## src/rtl/sram_req_arbiter.sv

```systemverilog
// rtl/sram_req_arbiter.sv - two-port round-robin arbiter and sequencer for the SRAM controller
module sram_req_arbiter #(
  parameter int AW      = 8,
  parameter int DW      = 8,
  parameter int TIMEOUT = 15
) (
  input  logic          clk,
  input  logic          rst,
  input  logic          req0,
  input  logic          rw0,
  input  logic [AW-1:0] addr0,
  input  logic [DW-1:0] wdata0,
  output logic          ack0,
  output logic          err0,
  output logic [DW-1:0] rdata0,
  input  logic          req1,
  input  logic          rw1,
  input  logic [AW-1:0] addr1,
  input  logic [DW-1:0] wdata1,
  output logic          ack1,
  output logic          err1,
  output logic [DW-1:0] rdata1,
  output logic          mem_start,
  output logic          mem_rw,
  output logic [AW-1:0] mem_addr,
  output logic [DW-1:0] mem_wdata,
  input  logic          mem_ready,
  input  logic [DW-1:0] mem_rdata,
  output logic          busy,
  output logic          gnt
);

  typedef enum logic [2:0] {
    IDLE      = 3'd0,
    ISSUE     = 3'd1,
    WAIT_BUSY = 3'd2,
    WAIT_DONE = 3'd3,
    RESP      = 3'd4
  } state_t;

  localparam logic [7:0] TIMEOUT_C = 8'(TIMEOUT);

  state_t        state_q, state_d;
  logic [7:0]    wd_q, wd_d;
  logic          tout_q, tout_d;
  logic          gnt_q, gnt_d;
  logic          mem_start_q, mem_start_d;
  logic          mem_rw_q, mem_rw_d;
  logic [AW-1:0] mem_addr_q, mem_addr_d;
  logic [DW-1:0] mem_wdata_q, mem_wdata_d;
  logic          busy_q, busy_d;
  logic          ack0_q, ack0_d, ack1_q, ack1_d;
  logic          err0_q, err0_d, err1_q, err1_d;
  logic [DW-1:0] rdata0_q, rdata0_d, rdata1_q, rdata1_d;

  logic          win;
  logic [7:0]    wd_inc;

  // Next-state, watchdog and registered-output computation for the sequencer
  always_comb begin
    state_d     = state_q;
    wd_d        = wd_q;
    tout_d      = tout_q;
    gnt_d       = gnt_q;
    mem_rw_d    = mem_rw_q;
    mem_addr_d  = mem_addr_q;
    mem_wdata_d = mem_wdata_q;
    rdata0_d    = rdata0_q;
    rdata1_d    = rdata1_q;
    ack0_d      = 1'b0;
    ack1_d      = 1'b0;
    err0_d      = 1'b0;
    err1_d      = 1'b0;

    // With both ports requesting, the one not granted last time wins
    win    = (req0 && req1) ? ~gnt_q : req1;
    wd_inc = (wd_q == 8'hFF) ? wd_q : wd_q + 8'd1;

    case (state_q)
      IDLE: begin
        if ((req0 || req1) && mem_ready) begin
          gnt_d       = win;
          mem_rw_d    = win ? rw1 : rw0;
          mem_addr_d  = win ? addr1 : addr0;
          mem_wdata_d = win ? wdata1 : wdata0;
          tout_d      = 1'b0;
          state_d     = ISSUE;
        end
      end
      ISSUE: begin
        wd_d    = 8'd0;
        state_d = WAIT_BUSY;
      end
      WAIT_BUSY: begin
        if (!mem_ready) begin
          wd_d    = 8'd0;
          state_d = WAIT_DONE;
        end else begin
          wd_d = wd_inc;
          if (wd_inc >= TIMEOUT_C) begin
            tout_d  = 1'b1;
            state_d = RESP;
          end
        end
      end
      WAIT_DONE: begin
        if (mem_ready) begin
          if (!mem_rw_q) begin
            if (gnt_q) rdata1_d = mem_rdata;
            else       rdata0_d = mem_rdata;
          end
          state_d = RESP;
        end else begin
          wd_d = wd_inc;
          if (wd_inc >= TIMEOUT_C) begin
            tout_d  = 1'b1;
            state_d = RESP;
          end
        end
      end
      RESP: begin
        tout_d  = 1'b0;
        state_d = IDLE;
      end
      default: state_d = IDLE;
    endcase

    // Outputs are registered, so they are derived from the state being entered
    if (state_d == RESP) begin
      ack0_d = ~gnt_q;
      ack1_d = gnt_q;
      err0_d = ~gnt_q & tout_d;
      err1_d = gnt_q & tout_d;
    end
    mem_start_d = (state_d == ISSUE);
    busy_d      = (state_d != IDLE);
  end

  // State and output registers; reset returns every output to its idle value at once
  always_ff @(posedge clk or posedge rst) begin
    if (rst) begin
      state_q     <= IDLE;
      wd_q        <= 8'd0;
      tout_q      <= 1'b0;
      gnt_q       <= 1'b1;
      mem_start_q <= 1'b0;
      mem_rw_q    <= 1'b0;
      mem_addr_q  <= '0;
      mem_wdata_q <= '0;
      busy_q      <= 1'b0;
      ack0_q      <= 1'b0;
      ack1_q      <= 1'b0;
      err0_q      <= 1'b0;
      err1_q      <= 1'b0;
      rdata0_q    <= '0;
      rdata1_q    <= '0;
    end else begin
      state_q     <= state_d;
      wd_q        <= wd_d;
      tout_q      <= tout_d;
      gnt_q       <= gnt_d;
      mem_start_q <= mem_start_d;
      mem_rw_q    <= mem_rw_d;
      mem_addr_q  <= mem_addr_d;
      mem_wdata_q <= mem_wdata_d;
      busy_q      <= busy_d;
      ack0_q      <= ack0_d;
      ack1_q      <= ack1_d;
      err0_q      <= err0_d;
      err1_q      <= err1_d;
      rdata0_q    <= rdata0_d;
      rdata1_q    <= rdata1_d;
    end
  end

  assign mem_start = mem_start_q;
  assign mem_rw    = mem_rw_q;
  assign mem_addr  = mem_addr_q;
  assign mem_wdata = mem_wdata_q;
  assign busy      = busy_q;
  assign gnt       = gnt_q;
  assign ack0      = ack0_q;
  assign ack1      = ack1_q;
  assign err0      = err0_q;
  assign err1      = err1_q;
  assign rdata0    = rdata0_q;
  assign rdata1    = rdata1_q;

endmodule
```

## config.mk

```make
export PLATFORM = sky130hd
export DESIGN_NAME = sram_req_arbiter
export DESIGN_NICKNAME = d
export VERILOG_FILES = /design/src/rtl/sram_req_arbiter.sv
export SDC_FILE = /design/constraint.sdc
export NUM_CORES = 1
export LEC_CHECK = 0
export CORE_UTILIZATION = 30
export CTS_BUF_LIST = sky130_fd_sc_hd__clkbuf_8
export DETAILED_ROUTE_END_ITERATION = 10
export PLACE_DENSITY = 0.55
export SYNTH_ARGS = -nofsm -noshare
export SYNTH_HDL_FRONTEND = slang
export SYNTH_SLANG_ARGS = --single-unit
```

## constraint.sdc

```tcl
create_clock -name clk -period 2.3 [get_ports clk]
set_clock_uncertainty 0.2 [all_clocks]
set_input_delay 0.46 -clock clk [delete_from_list [all_inputs] [get_ports clk]]
set_output_delay 0.46 -clock clk [all_outputs]
set_load 0.02 [all_outputs]
```

==> impl_metrics.tcl, run 1 <==
set metrics [dict create \
    dr.max_layer_used "met4" \
    synth-warning-count 0 \
    track_usage 0.139 \
    hold_violations 0 \
    post_cts_buffers 0 \
    path_clk_slew_ns 0.09 \
    slew_viol_final 0 \
    drt_first_pass_iters 4 \
    fillCellCount 790 \
    internal-power_mw 2.66 \
    syn_inst 228 \
    grt_pass1_vias 1926 \
    drive_gt1_frac 0.183 \
    netlist_area_um2 2540 \
    cts-buffers-inserted 5 \
    fin_crit_sh 0.963 \
    rsz0062_at_grt "false" \
    synth_ff_type "dfrtp_1" \
    synth.distinct_cells 47 \
    hold_path.class "flip-flop to flip-flop" \
    grt_pass1_wl_um 9470 \
    routedWlPerCell_um 13.1 \
    synthToLayoutAreaGrowth_pct 45.4 \
    antenna_found_initial 0 \
    power.share.clock 0.155 \
    gp_congestion 0.765 \
    cts_buffer_depth 2 \
    cts_hold_buffers 0 \
    ys_seq_area_frac 0.513 \
    setup_viol 0 \
    syn_nets 276 \
    met2WireLength_um 2520 \
    drt-initial-drc-count 108 \
    path_delay_family "buffers and inverters" \
    final_core_util 0.449 \
    fp.coreArea_um2 8220 \
    holdWs_ns 0.286 \
    cp.arrival_ns 1.55 \
    n_antenna_cell 0 \
    ff_latch_area_um2 1300 \
    cp.required_ns 1.64 \
    critPathLaunchType "flip-flop" \
    max-cap-violations 0 \
    via_count 1986 \
    postCtsResizedCells 0 \
    worstMarginPinSlew_ns 0.391 \
    critPathKind "flip-flop to output pin" \
    avgSynthCellArea_um2 11.1 \
    irDropWorstVdd_mv 0.388 \
    r2r_start "wd_q[0]" \
    crit_path_max_fanout 7 \
    p_comb_frac 0.488 \
    switching_share 0.371 \
    maxSlewHeadroom 0.737 \
    p_seq_frac 0.357 \
    drc 0 \
    power.total_mw 4.23 \
    numPortBuffers 86 \
    multiInputGateArea_um2 1140 \
    finalSetupTns_ns 0 \
    crit_buf_inv 1 \
    die_area_um2 8840 \
    tritoncts "done" \
    overflow 0 \
    synth_edf_count 0 \
    async_flop_share 1.00 \
    rows 33 \
    die_height_um 94.0 \
    min_from "mem_wdata[2]" \
    hpwl_um 4160 \
    leakage_nw 1.57 \
    ys_ff_latch 52 \
    wl_met3_um 561 \
    fp.dieW_um 94.0 \
    fmax_mhz 452 \
    clock-sinks 52 \
    critPathMaxStageDelay_ns 0.64 \
    start_util 0.309 \
    outcome "complete, no violations" \
    final_nets 369 \
    root_buffer "clkbuf_8" \
    drt-total-wl_um 5600 \
    h-tree-depth 2 \
    pwr_density_cell_nw_per_um2 1150 \
    clk-insertion-delay-late_ns 0.30 \
    worst_setup_path_end_kind "output pin" \
    layout_min_cycle_time_ns 2.21 \
    grt_max_degree 53 \
    pin_count 87 \
    cp-startpoint "gnt" \
    routed_via_density 4.65 \
    wl_met1_um 2470 \
    ant_nets 0 \
    crit_slowest_cell "clkdlybuf4s50_1" \
    p_switching_mw 1.57 \
    path_cells "clkdlybuf4s50_1" \
]
## cell usage after synthesis (4+ instances only)
master / count / area (um^2)
dfrtp_1: 51 / 1280
nand2_1: 29 / 109
mux2i_1: 17 / 170
mux2_2: 16 / 180
o21ai_0: 11 / 55.1
o21ai_2: 11 / 96.3
nor2_1: 10 / 37.5
a21oi_1: 9 / 45.0
o21ai_1: 9 / 45.0
buf_2: 5 / 25.0
o31ai_1: 5 / 37.5
buf_6: 4 / 45.0
nand3_1: 4 / 20.0
## power by group through the flow
stage | Clock (mW) | Combinational (mW) | Sequential (mW)
floorplan | 0 | 0.854 | 1.85
global placement | 0 | 2.08 | 1.52
detailed placement | 0 | 2.09 | 1.53
CTS | 0.685 | 2.10 | 1.52
global route | 0.719 | 2.26 | 1.57
finish | 0.655 | 2.07 | 1.51
## layout by cell type (no fill, tap or decap), types with 6 or more instances in the layout
master and count:
mux2i_1 17, buf_4 8, clkdlybuf4s50_1 86, clkbuf_8 6, nor2_1 10, o21ai_1 9, o21ai_0 11, mux2_2 16
dfrtp_1 51, nand2_1 29, o21ai_2 11, a21oi_1 9
## area by class of cell
class,instances,share of cell area
Sequential cell,52,0.353
Clock buffer,6,0.0224
Inverter,3,0.00305
Clock inverter,2,0.0105
Timing Repair Buffer,97,0.266
Tap cell,105,0.0356
Multi-Input combinational cell,162,0.310
## registers in the layout, summed over array words and instances, names as in the netlist
name	count
mem_addr	8
mem_wdata	8
rdata0	8
rdata1	8
wd_q	8
state_q	3
ack0	1
ack1	1
busy	1
err0	1
err1	1
gnt	1
mem_rw	1
mem_start	1
tout_q	1
## tightest hold or removal path: stages, from the launching register on
cell and delay, ns:
dfrtp_1 0.35, nand2_1 0.06, o21ai_2 0.05
## stage by stage
| step | worst slack (ns) | instances | instance area (um^2) |
|---|---|---|---|
| after floorplan | 0.384 | 228 | 2540 |
| after global placement | 0.0288 | 419 | 3570 |
| after detailed placement | -0.00801 | 419 | 3570 |
| after CTS | 0.0645 | 427 | 3690 |
| after global routing | 0.0197 | 427 | 3690 |
| final | 0.0862 | 427 | 3690 |
## layer usage
| layer | GRT usage | up-vias |
|---|---|---|
| met2 | 0.209 | 74 |
| met5 | 0 | - |
| met1 | 0.187 | 902 |
| met3 | 0.0558 | 4 |
| met4 | 0.0346 | 0 |
| li1 | - | 1006 |
## cell families (layout without fill, tap and decap cells)
logic type,Yosys count,in the layout,synth area share
AOI/OAI and AO/OA,58,58,0.157
xor gates and xnor gates,2,2,0.00690
adders and majority gates,1,1,0.00493
buffers and inverters,14,108,0.0379
DFF,52,52,0.513
muxes,34,34,0.144
and+or+nand+nor,67,67,0.136
## path summary, 6_finish.rpt
check / endpoint / slack, ns / depth (start not counted)
setup / recovery: gnt / 0.09 / 1
hold / removal: mem_wdata[2] / 0.29 / 2
setup reg to reg: err1 / 0.26 / 6
hold reg to reg: mem_wdata[2] / 0.29 / 2
max in group asynchronous: gnt / 1.29 / 3
min in group asynchronous: rdata1[6] / 0.30 / 3
No activity file was read; power rests on OpenSTA's default activity.
==> run 2: changes to the inputs <==
CTS_CLUSTER_DIAMETER = 150   (was unset)
==> results of run 2 <==
Final layout, timing and power as in run 1 (identical DEF).
